`config.mk`:
```
export PLATFORM = sky130hd
export DESIGN_NAME = clk_div_prog
export DESIGN_NICKNAME = d
export VERILOG_FILES = /design/src/rtl/clk_div_pkg.sv /design/src/rtl/clk_div_cnt.sv /design/src/rtl/clk_div_prog.sv
export SDC_FILE = /design/constraint.sdc
export NUM_CORES = 1
export LEC_CHECK = 0
export ABC_AREA = 1
export CAP_MARGIN = 20
export CORE_MARGIN = 4
export CORE_UTILIZATION = 55
export CTS_CLUSTER_DIAMETER = 80
export DETAILED_ROUTE_END_ITERATION = 7
export MAX_ROUTING_LAYER = met4
export PLACE_DENSITY = 0.77
export REMOVE_ABC_BUFFERS = 1
export SYNTH_ARGS = -nofsm -noshare
export SYNTH_HDL_FRONTEND = slang
export SYNTH_SLANG_ARGS = --single-unit
```
`constraint.sdc`:
```
create_clock -name clock -period 2.9 [get_ports clock]
set_input_delay 0.435 -clock clock [delete_from_list [all_inputs] [get_ports clock]]
set_output_delay 0.435 -clock clock [all_outputs]
set_load 0.02 [all_outputs]
```
`src/rtl/clk_div_pkg.sv`:
```
// Shared types and constants for the programmable clock divider.
// Holds the FSM state encoding and the default counter width.
package clk_div_pkg;

   typedef enum logic [1:0] {
      IDLE,
      RUN,
      DRAIN
   } clk_div_state_t;

   localparam int DIV_W_DEF = 8;

endpackage

```
`src/rtl/clk_div_cnt.sv`:
```
// Period counter: runs 0..div-1 and wraps, or is held at 0 by clr.
// Ports: clock, rst_n, run, clr, div in; cnt_nxt (next count), wrap out.
module clk_div_cnt
   import clk_div_pkg::*;
#(
   parameter int DIV_W = DIV_W_DEF
) (
   input  logic             clock,
   input  logic             rst_n,
   input  logic             run,
   input  logic             clr,
   input  logic [DIV_W-1:0] div,
   output logic [DIV_W-1:0] cnt_nxt,
   output logic             wrap
);

   localparam logic [DIV_W-1:0] ONE = {{(DIV_W-1){1'b0}}, 1'b1};

   logic [DIV_W-1:0] cnt_q, cnt_d;

   always_comb begin
      wrap  = run && (cnt_q == (div - ONE));
      cnt_d = cnt_q;
      if (clr) begin
         cnt_d = '0;
      end else if (run) begin
         cnt_d = wrap ? '0 : cnt_q + ONE;
      end
   end

   always_ff @(posedge clock or negedge rst_n) begin
      if (!rst_n) begin
         cnt_q <= '0;
      end else begin
         cnt_q <= cnt_d;
      end
   end

   assign cnt_nxt = cnt_d;

endmodule

```
`src/rtl/clk_div_prog.sv`:
```
// Programmable integer clock divider with glitch-free divisor reload.
// Ports: clock, rst_n, en, div_in/div_in_valid/div_in_ready (load handshake),
//   div_clk, tick, busy, cfg_err; period_cnt when CLK_DIV_STATUS_EN is defined.
module clk_div_prog
   import clk_div_pkg::*;
#(
   parameter int DIV_W   = DIV_W_DEF,
   parameter int DEF_DIV = 2
) (
   input  logic             clock,
   input  logic             rst_n,
   input  logic             en,
   input  logic [DIV_W-1:0] div_in,
   input  logic             div_in_valid,
   output logic             div_in_ready,
   output logic             div_clk,
   output logic             tick,
   output logic             busy,
   output logic             cfg_err
`ifdef CLK_DIV_STATUS_EN
   ,
   output logic [15:0]      period_cnt
`endif
);

   localparam logic [DIV_W-1:0] ONE   = {{(DIV_W-1){1'b0}}, 1'b1};
   localparam logic [DIV_W-1:0] DEF_V = DIV_W'(DEF_DIV);

   clk_div_state_t   state_q, state_d;
   logic [DIV_W-1:0] div_cur_q, div_cur_d;
   logic [DIV_W-1:0] shadow_q, shadow_d;
   logic             pend_q, pend_d;
   logic             div_clk_q, div_clk_d;
   logic             tick_q, tick_d;
   logic             cfg_err_q, cfg_err_d;

   logic             run, clr, wrap, accept, apply_pt;
   logic [DIV_W-1:0] cnt_nxt, half;

   assign run = (state_q != IDLE);
   assign clr = (state_q == IDLE);

   clk_div_cnt #(
      .DIV_W (DIV_W)
   ) u_cnt (
      .clock   (clock),
      .rst_n   (rst_n),
      .run     (run),
      .clr     (clr),
      .div     (div_cur_q),
      .cnt_nxt (cnt_nxt),
      .wrap    (wrap)
   );

   always_comb begin
      // Shadow is free exactly when nothing is pending.
      accept    = div_in_valid && !pend_q;
      apply_pt  = pend_q && ((state_q == IDLE) || wrap);
      shadow_d  = accept ? div_in : shadow_q;
      pend_d    = (pend_q && !apply_pt) || accept;
      // A zero divisor is consumed at its apply point but never installed.
      div_cur_d = div_cur_q;
      if (apply_pt && (shadow_q != '0)) begin
         div_cur_d = shadow_q;
      end
      cfg_err_d = cfg_err_q || (accept && (div_in == '0));

      state_d = state_q;
      unique case (state_q)
         IDLE:    if (en) state_d = RUN;
         RUN:     if (!en) state_d = wrap ? IDLE : DRAIN;
         DRAIN: begin
            if (wrap && !en) state_d = IDLE;
            else if (en)     state_d = RUN;
         end
         default: state_d = IDLE;
      endcase

      // Outputs are computed from next-cycle values so they line up
      // with the cycle in which the counter holds that value.
      half = div_cur_d >> 1;
      if (half == '0) half = ONE;
      tick_d    = 1'b0;
      div_clk_d = 1'b0;
      if (state_d != IDLE) begin
         tick_d    = (cnt_nxt == '0);
         div_clk_d = (cnt_nxt < half);
      end
   end

   always_ff @(posedge clock or negedge rst_n) begin
      if (!rst_n) begin
         state_q   <= IDLE;
         div_cur_q <= DEF_V;
         shadow_q  <= '0;
         pend_q    <= 1'b0;
         div_clk_q <= 1'b0;
         tick_q    <= 1'b0;
         cfg_err_q <= 1'b0;
      end else begin
         state_q   <= state_d;
         div_cur_q <= div_cur_d;
         shadow_q  <= shadow_d;
         pend_q    <= pend_d;
         div_clk_q <= div_clk_d;
         tick_q    <= tick_d;
         cfg_err_q <= cfg_err_d;
      end
   end

   assign div_in_ready = !pend_q;
   assign div_clk      = div_clk_q;
   assign tick         = tick_q;
   assign busy         = (state_q != IDLE);
   assign cfg_err      = cfg_err_q;

`ifdef CLK_DIV_STATUS_EN
   logic [15:0] pcnt_q, pcnt_d;

   always_comb begin
      pcnt_d = pcnt_q;
      if (wrap && (pcnt_q != 16'hFFFF)) begin
         pcnt_d = pcnt_q + 16'd1;
      end
   end

   always_ff @(posedge clock or negedge rst_n) begin
      if (!rst_n) begin
         pcnt_q <= '0;
      end else begin
         pcnt_q <= pcnt_d;
      end
   end

   assign period_cnt = pcnt_q;
`endif

endmodule

```
==> flow_metrics.py, run 1 <==
metrics = {
    "timing": {
        "finalSetupTns_ns": 0,
        "clock_skew_ns": 0.00595,
        "fin_crit_sh_pct": 89.4,
        "fmax_mhz": 386,
        "drv_slew": 0,
        "period_needed_ns": 2.59,
        "finalSetupViolations": 0,
        "relSlewSlack_pct": 62.6,
        "worst-slew-pin-transition_ns": 0.556,
        "finalHoldViolCount": 0,
    },
    "setup_path": {
        "crit_start": "div_cur_q[1]$_DFF_PN1_",
        "cp_max_fo": 12,
        "endpoint_kind": "flop",
        "slowest_delay_ns": 0.54,
        "path_cells": "inv_1 > ha_1 > inv_1 > nand2_1 > nand3_1 > nand2_1 > nor2_1 > nand3_1 > nor2_2 > nand2_2 > nand2_8 > buf_4 > nand3_2 > nand2_2 > inv_1 > ha_1 > nand4_1 > nand4_1 > a21oi_2",
        "r2r_start": "div_cur_q[1]$_DFF_PN1_",
        "slowest_stage": "dfstp_2",
        "arrival_ns": 2.84,
        "start_kind": "flop",
        "required_ns": 3.15,
        "crit_top_cell": "inv_1",
        "critPathKind": "reg -> reg",
    },
    "global_route": {
        "met3_usage_pct": 3.76,
        "grt_pass1_wl_mm": 5.99,
        "grt_pass1_vias": 1387,
        "use_met2_pct": 29.5,
        "gr-usage-met1_pct": 24.9,
        "grt.busiest_layer": "met2",
        "gr-usage-all-layers_pct": 19.0,
        "antenna_found_initial": 0,
        "grt_max_degree": 31,
        "grt-ovfl-total": 0,
    },
    "clock_network": {
        "htreeDepth": 2,
        "root_buffer": "clkbuf_4",
        "clk_pin_slew_ns": 0.09,
        "numCtsBuffers": 5,
        "clock_path_buffers": 2,
        "cts_sinks": 30,
        "cts_tree": "yes",
        "clk_latency_ns": 0.31,
    },
    "placement": {
        "gp_congestion": 0.929,
        "port_buffers": 16,
        "dp_hpwl_mm": 2.76,
    },
    "layout": {
        "final_nets": 275,
        "syn2layout_area_growth_pct": 18.0,
        "num_antenna_cells": 0,
        "drive_gt1_share_pct": 18.0,
        "fillCellCount": 263,
    },
    "die": {
        "dieArea_sq_um": 4240,
        "die_y_um": 65.1,
        "start_util_pct": 58.3,
        "die_w_um": 65.1,
        "fp-row-count": 20,
        "io-pin-count": 17,
        "core_area_sq_um": 3080,
    },
    "route": {
        "num_vias": 1480,
        "route.detailed.wl_per_inst_um": 11.9,
        "finalWirelength_mm": 3.58,
        "drc": 0,
        "vias_per_cell": 4.93,
        "drtIter0Drc": 107,
        "dr.pass1.iters": 4,
        "final_antenna_net_count": 0,
    },
    "yosys": {
        "syn_inst": 228,
        "yosys_warnings": 0,
        "synth_cell_type_count": 31,
        "synth_area_sq_um": 1800,
        "syn_avg_cell_area_sq_um": 7.87,
        "ys_seq_area_share_pct": 41.9,
        "ys_ff_latch": 30,
    },
    "power_and_ir_drop": {
        "worst_ir_drop_vdd_mv": 0.675,
        "p_leak_nw": 1.06,
        "total_power_mw": 2.04,
        "p_per_area_nw_per_um2": 965,
    },
    "worst_hold_path": {
        "min-delay-start": "cfg_err$_DFF_PN0_",
        "holdCritPathClass": "reg -> reg",
    },
    "outcome": {
        "outcome": "completed",
    },
    "job": {
        "max_cap_violations": 0,
    },
}
==> path summary, 6_finish.rpt <==
path,end,slack [ns],cells past startpoint
setup reg to reg,div_clk$_DFF_PN0_,0.31,19
hold reg to reg,cfg_err$_DFF_PN0_,0.48,1
min in group asynchronous,shadow_q[3]$_DFFE_PN0P_,0.51,2
hold / removal,cfg_err$_DFF_PN0_,0.48,1
setup / recovery,div_clk$_DFF_PN0_,0.31,19
max in group asynchronous,div_cur_q[1]$_DFF_PN1_,2.08,2
==> power by group <==
group | leakage (nW) | switching [mW] | internal [mW] | total [mW]
Combinational | 0.658 | 0.622 | 0.439 | 1.06
Sequential | 0.371 | 0.158 | 0.578 | 0.735
Clock | 0.0353 | 0.131 | 0.117 | 0.249
Total | 1.06 | 0.911 | 1.13 | 2.04
==> cell usage in the layout, fill, tap and decap left out, types with 3 or more instances in the layout <==
master,count
nor2_2,3
nand4_1,3
clkdlybuf4s50_1,16
nand3_1,19
inv_2,4
o21ai_0,4
nand2_2,10
a21oi_1,5
nor4_1,5
ha_1,8
inv_1,32
dfrtp_1,29
buf_4,6
mux2_2,5
nor3_1,5
clkbuf_4,5
xor2_1,4
nor2_1,23
nand2_1,49
==> layer usage <==
layer | wire [um] | vias up
li1 | - | 786
met1 | 1720 | 666
met2 | 1700 | 26
met3 | 138 | 2
met4 | 23 | 0
met5 | 0 | -
==> cells by family (layout without fill, tap and decap cells) <==
kind of cell,count (synthesis),in the layout,share of synthesized area (%)
xor+xnor,6,6,2.93
compound gates,15,15,5.30
fa+ha+maj,8,8,5.58
simple gates,125,125,32.6
mux,5,5,3.14
flops,30,30,41.9
buf+inv,39,67,8.57
==> registers in the layout, summed over array words and instances, names as in the netlist <==
name         flops
pend_q           1
tick             1
div_cur_q        8
state_q          2
cfg_err          1
div_clk          1
shadow_q         8
u_cnt.cnt_q      8
==> timing repair <==
item                       in CTS  in global routing
buffers inserted                0                  5
hold buffers                    0                  0
gates resized for setup         0                  3
setup endpoints to repair       0                  1
==> per-stage QoR <==
stage / area, sq um / worst slack, ns / util [%] / hold WS [ns] / instances
after floorplan: 1780 / 0.491 / - / 0.139 / 226
after global placement: 2000 / 0.323 / 65.1 / 0.454 / 287
after detailed placement: 2000 / 0.269 / 65.1 / 0.459 / 287
after CTS: 2060 / 0.208 / 67.0 / 0.479 / 295
after global routing: 2120 / -0.00572 / 68.8 / 0.502 / 300
final: 2120 / 0.308 / 68.8 / 0.479 / 300
==> worst max-delay path: cells and delay by family (launching register included) <==
| family | cells | cell delay, ns |
|---|---|---|
| AND/OR/NAND/NOR | 12 | 1.01 |
| AO/OA/AOI/OAI | 1 | 0.12 |
| buffers and inverters | 4 | 0.30 |
| flip-flops | 1 | 0.54 |
| adder cells (fa/ha/maj) | 2 | 0.54 |
==> cell type report <==
| cell class | count | area, sq um | area share, % |
|---|---|---|---|
| sequential | 30 | 752 | 35.5 |
| clock inverter | 1 | 5.00 | 0.236 |
| tap | 44 | 55.1 | 2.60 |
| multi-input combinational | 159 | 907 | 42.8 |
| timing repair buffer | 22 | 205 | 9.69 |
| clock buffer | 7 | 55.1 | 2.60 |
| inverter | 37 | 139 | 6.56 |
==> cells in the mapped netlist <==
cell type  number  area, sq um
a31o_2          1         8.76
and3_1          1         6.26
nand2_1        49          184
xor2_1          4         35.0
nand3_2         1         10.0
nor3b_1         1         7.51
nor4_1          5         31.3
inv_2           4         15.0
nand2_4         2         22.5
o21ai_0         4         20.0
dfrtp_1        29          726
clkbuf_1        1         3.75
buf_6           1         11.3
a31oi_1         1         6.26
nand3_1        19         95.1
nand2_2        10         62.6
o21ai_1         1         5.00
dfstp_2         1         26.3
inv_1          32          120
nand4_1         3         18.8
ha_1            8          100
mux2_2          5         56.3
xnor2_1         2         17.5
a21oi_1         6         30.0
nor3_1          6         30.0
a21oi_2         1         8.76
or2_2           2         12.5
nor2_2          3         18.8
nor2_1         23         86.3
clkinv_1        1         3.75
a21oi_4         1         16.3
No activity file was read; power rests on OpenSTA's default activity.
==> run 2, diff against run 1 <==
--- a/config.mk
+++ b/config.mk
@@ -6,7 +6,6 @@
 export NUM_CORES = 1
 export LEC_CHECK = 0
 export ABC_AREA = 1
-export CAP_MARGIN = 20
 export CORE_MARGIN = 4
 export CORE_UTILIZATION = 55
 export CTS_CLUSTER_DIAMETER = 80
==> results of run 2 <==
The final DEF is identical to that of run 1; final timing and power are the same.
==> run 3, diff against run 2 <==
--- a/config.mk
+++ b/config.mk
@@ -12,6 +12,7 @@
 export DETAILED_ROUTE_END_ITERATION = 7
 export MAX_ROUTING_LAYER = met4
 export PLACE_DENSITY = 0.77
+export RECOVER_POWER = 100
 export REMOVE_ABC_BUFFERS = 1
 export SYNTH_ARGS = -nofsm -noshare
 export SYNTH_HDL_FRONTEND = slang
==> run 3 against run 2 <==
The run now ends with max-capacitance violations, max-slew violations left. Sequential power about the same. Clock power about the same. Power decreased by 0.34%.
==> flow_metrics.py, run 3 (synthesis gave the netlist of run 1 again) <==
metrics = {
    "die": {
        "io-pin-count": 17,
        "fp-row-count": 20,
        "dieArea_sq_um": 4240,
        "core_area_sq_um": 3080,
        "start_util_pct": 58.3,
        "die_y_um": 65.1,
        "die_w_um": 65.1,
    },
    "route": {
        "vias_per_cell": 4.92,
        "dr.pass1.iters": 4,
        "final_antenna_net_count": 0,
        "drc": 0,
        "num_vias": 1476,
        "drtIter0Drc": 130,
        "route.detailed.wl_per_inst_um": 11.9,
        "finalWirelength_mm": 3.58,
    },
    "timing": {
        "fmax_mhz": 385,
        "finalHoldViolCount": 0,
        "whs_ns": 0.472,
        "worst_slack_ns": 0.305,
        "worst-slew-pin-transition_ns": 1.59,
        "clock_skew_ns": 0.00509,
        "fin_crit_sh_pct": 89.5,
        "period_needed_ns": 2.60,
        "drv_slew": 31,
        "finalSetupViolations": 0,
        "relSlewSlack_pct": -5.82,
        "finalSetupTns_ns": 0,
    },
    "worst_hold_path": {
        "holdCritPathClass": "reg -> reg",
    },
    "setup_path": {
        "critPathKind": "reg -> reg",
        "required_ns": 3.15,
        "endpoint_kind": "flop",
        "cp_max_fo": 12,
        "start_kind": "flop",
        "arrival_ns": 2.84,
    },
    "global_route": {
        "gr-usage-all-layers_pct": 19.0,
        "antenna_found_initial": 0,
        "grt-ovfl-total": 0,
        "grt_pass1_vias": 1387,
        "grt_pass1_wl_mm": 5.99,
        "grt_max_degree": 31,
    },
    "power_and_ir_drop": {
        "p_per_area_nw_per_um2": 964,
        "worst_ir_drop_vdd_mv": 0.677,
        "total_power_mw": 2.04,
        "p_leak_nw": 1.07,
    },
    "placement": {
        "port_buffers": 16,
        "gp_congestion": 0.929,
        "dp_hpwl_mm": 2.76,
        "dp_slack_ns": 0.269,
    },
    "layout": {
        "num_antenna_cells": 0,
        "mostFrequentLayoutCells": "nand2_1 (49), inv_1 (32), dfrtp_1 (29)",
        "drive_gt1_share_pct": 17.6,
        "multiInputGateArea_sq_um": 907,
        "fillCellCount": 263,
        "regArea_sq_um": 752,
        "final_nets": 275,
        "syn2layout_area_growth_pct": 17.8,
        "reg_top3": "div_cur_q: 8 flops, shadow_q: 8 flops, u_cnt.cnt_q: 8 flops",
        "final_common_cell": "nand2_1",
    },
    "outcome": {
        "outcome": "finished with violations",
        "violations": "max-capacitance violations, max-slew violations",
    },
    "clock_network": {
        "numCtsBuffers": 5,
        "clk_latency_ns": 0.32,
        "htreeDepth": 2,
        "clock_path_buffers": 2,
        "cts_sinks": 30,
        "hold_buffers": 0,
        "clk_pin_slew_ns": 0.09,
        "root_buffer": "clkbuf_4",
        "cts_tree": "yes",
    },
    "job": {
        "max_cap_violations": 1,
    },
}
==> run 3: cell types whose count changed in the layout (fill, tap and decap cells not counted) <==
cell             previous run  this run
buf_4                       6         5
clkbuf_1                    1         2
clkdlybuf4s50_1            16        10
dlygate4sd3_1               0         6
==> run 3: repair_timing <==
item / CTS / global route
hold endpoints to repair: 0 / 0
buffers inserted: 0 / 5
setup endpoints to repair: 0 / 1
resized for setup: 0 / 3
==> run 3: final timing paths <==
| check | from | to | slack [ns] | depth (start not counted) |
|---|---|---|---|---|
| worst min register to register | cfg_err$_DFF_PN0_ | cfg_err$_DFF_PN0_ | 0.47 | 1 |
| min in group asynchronous | rst_n | cfg_err$_DFF_PN0_ | 1.05 | 2 |
| worst max register to register | div_cur_q[1]$_DFF_PN1_ | div_clk$_DFF_PN0_ | 0.30 | 19 |
| worst min-delay path | cfg_err$_DFF_PN0_ | cfg_err$_DFF_PN0_ | 0.47 | 1 |
| worst max-delay path | div_cur_q[1]$_DFF_PN1_ | div_clk$_DFF_PN0_ | 0.30 | 19 |
| max in group asynchronous | rst_n | div_clk$_DFF_PN0_ | 0.93 | 2 |
==> run 3: worst max-delay path, cell delays in order (launching register included) <==
cell     delay, ns
dfstp_2       0.54
inv_1         0.04
ha_1          0.24
inv_1         0.10
nand2_1       0.05
nand3_1       0.08
nand2_1       0.05
nor2_1        0.07
nand3_1       0.08
nor2_2        0.10
nand2_2       0.09
nand2_8       0.13
nand2_4       0.10
nand2_1       0.10
nand2_2       0.06
inv_1         0.05
ha_1          0.25
a21oi_2       0.15
nand4_1       0.12
a21oi_2       0.12
==> run 3: routing by layer <==
metal	GRT usage, %	routed length [um]	up-vias
met1	24.9	1720	662
met4	6.99	21	0
met5	-	0	-
met2	29.5	1710	26
li1	-	-	786
met3	3.76	127	2
==> run 3: stage by stage <==
stage	std cells	cell area [sq um]	utilization [%]
global route	300	2110	68.7
floorplan	226	1780	-
global placement	287	2000	65.1
CTS	295	2060	67.0
detailed placement	287	2000	65.1
finish	300	2110	68.7
==> run 3: layout make-up <==
class                      count  area share (%)
inverter                      37            6.57
multi-input combinational    159            42.9
clock inverter                 1           0.237
sequential                    30            35.6
timing repair buffer          22            9.53
clock buffer                   7            2.60
tap                           44            2.60
==> run 3: power breakdown <==
group	internal, mW	switching [mW]	leakage (nW)	total (mW)
logic	0.433	0.621	0.660	1.05
registers	0.577	0.157	0.371	0.735
clock network	0.117	0.132	0.0353	0.249
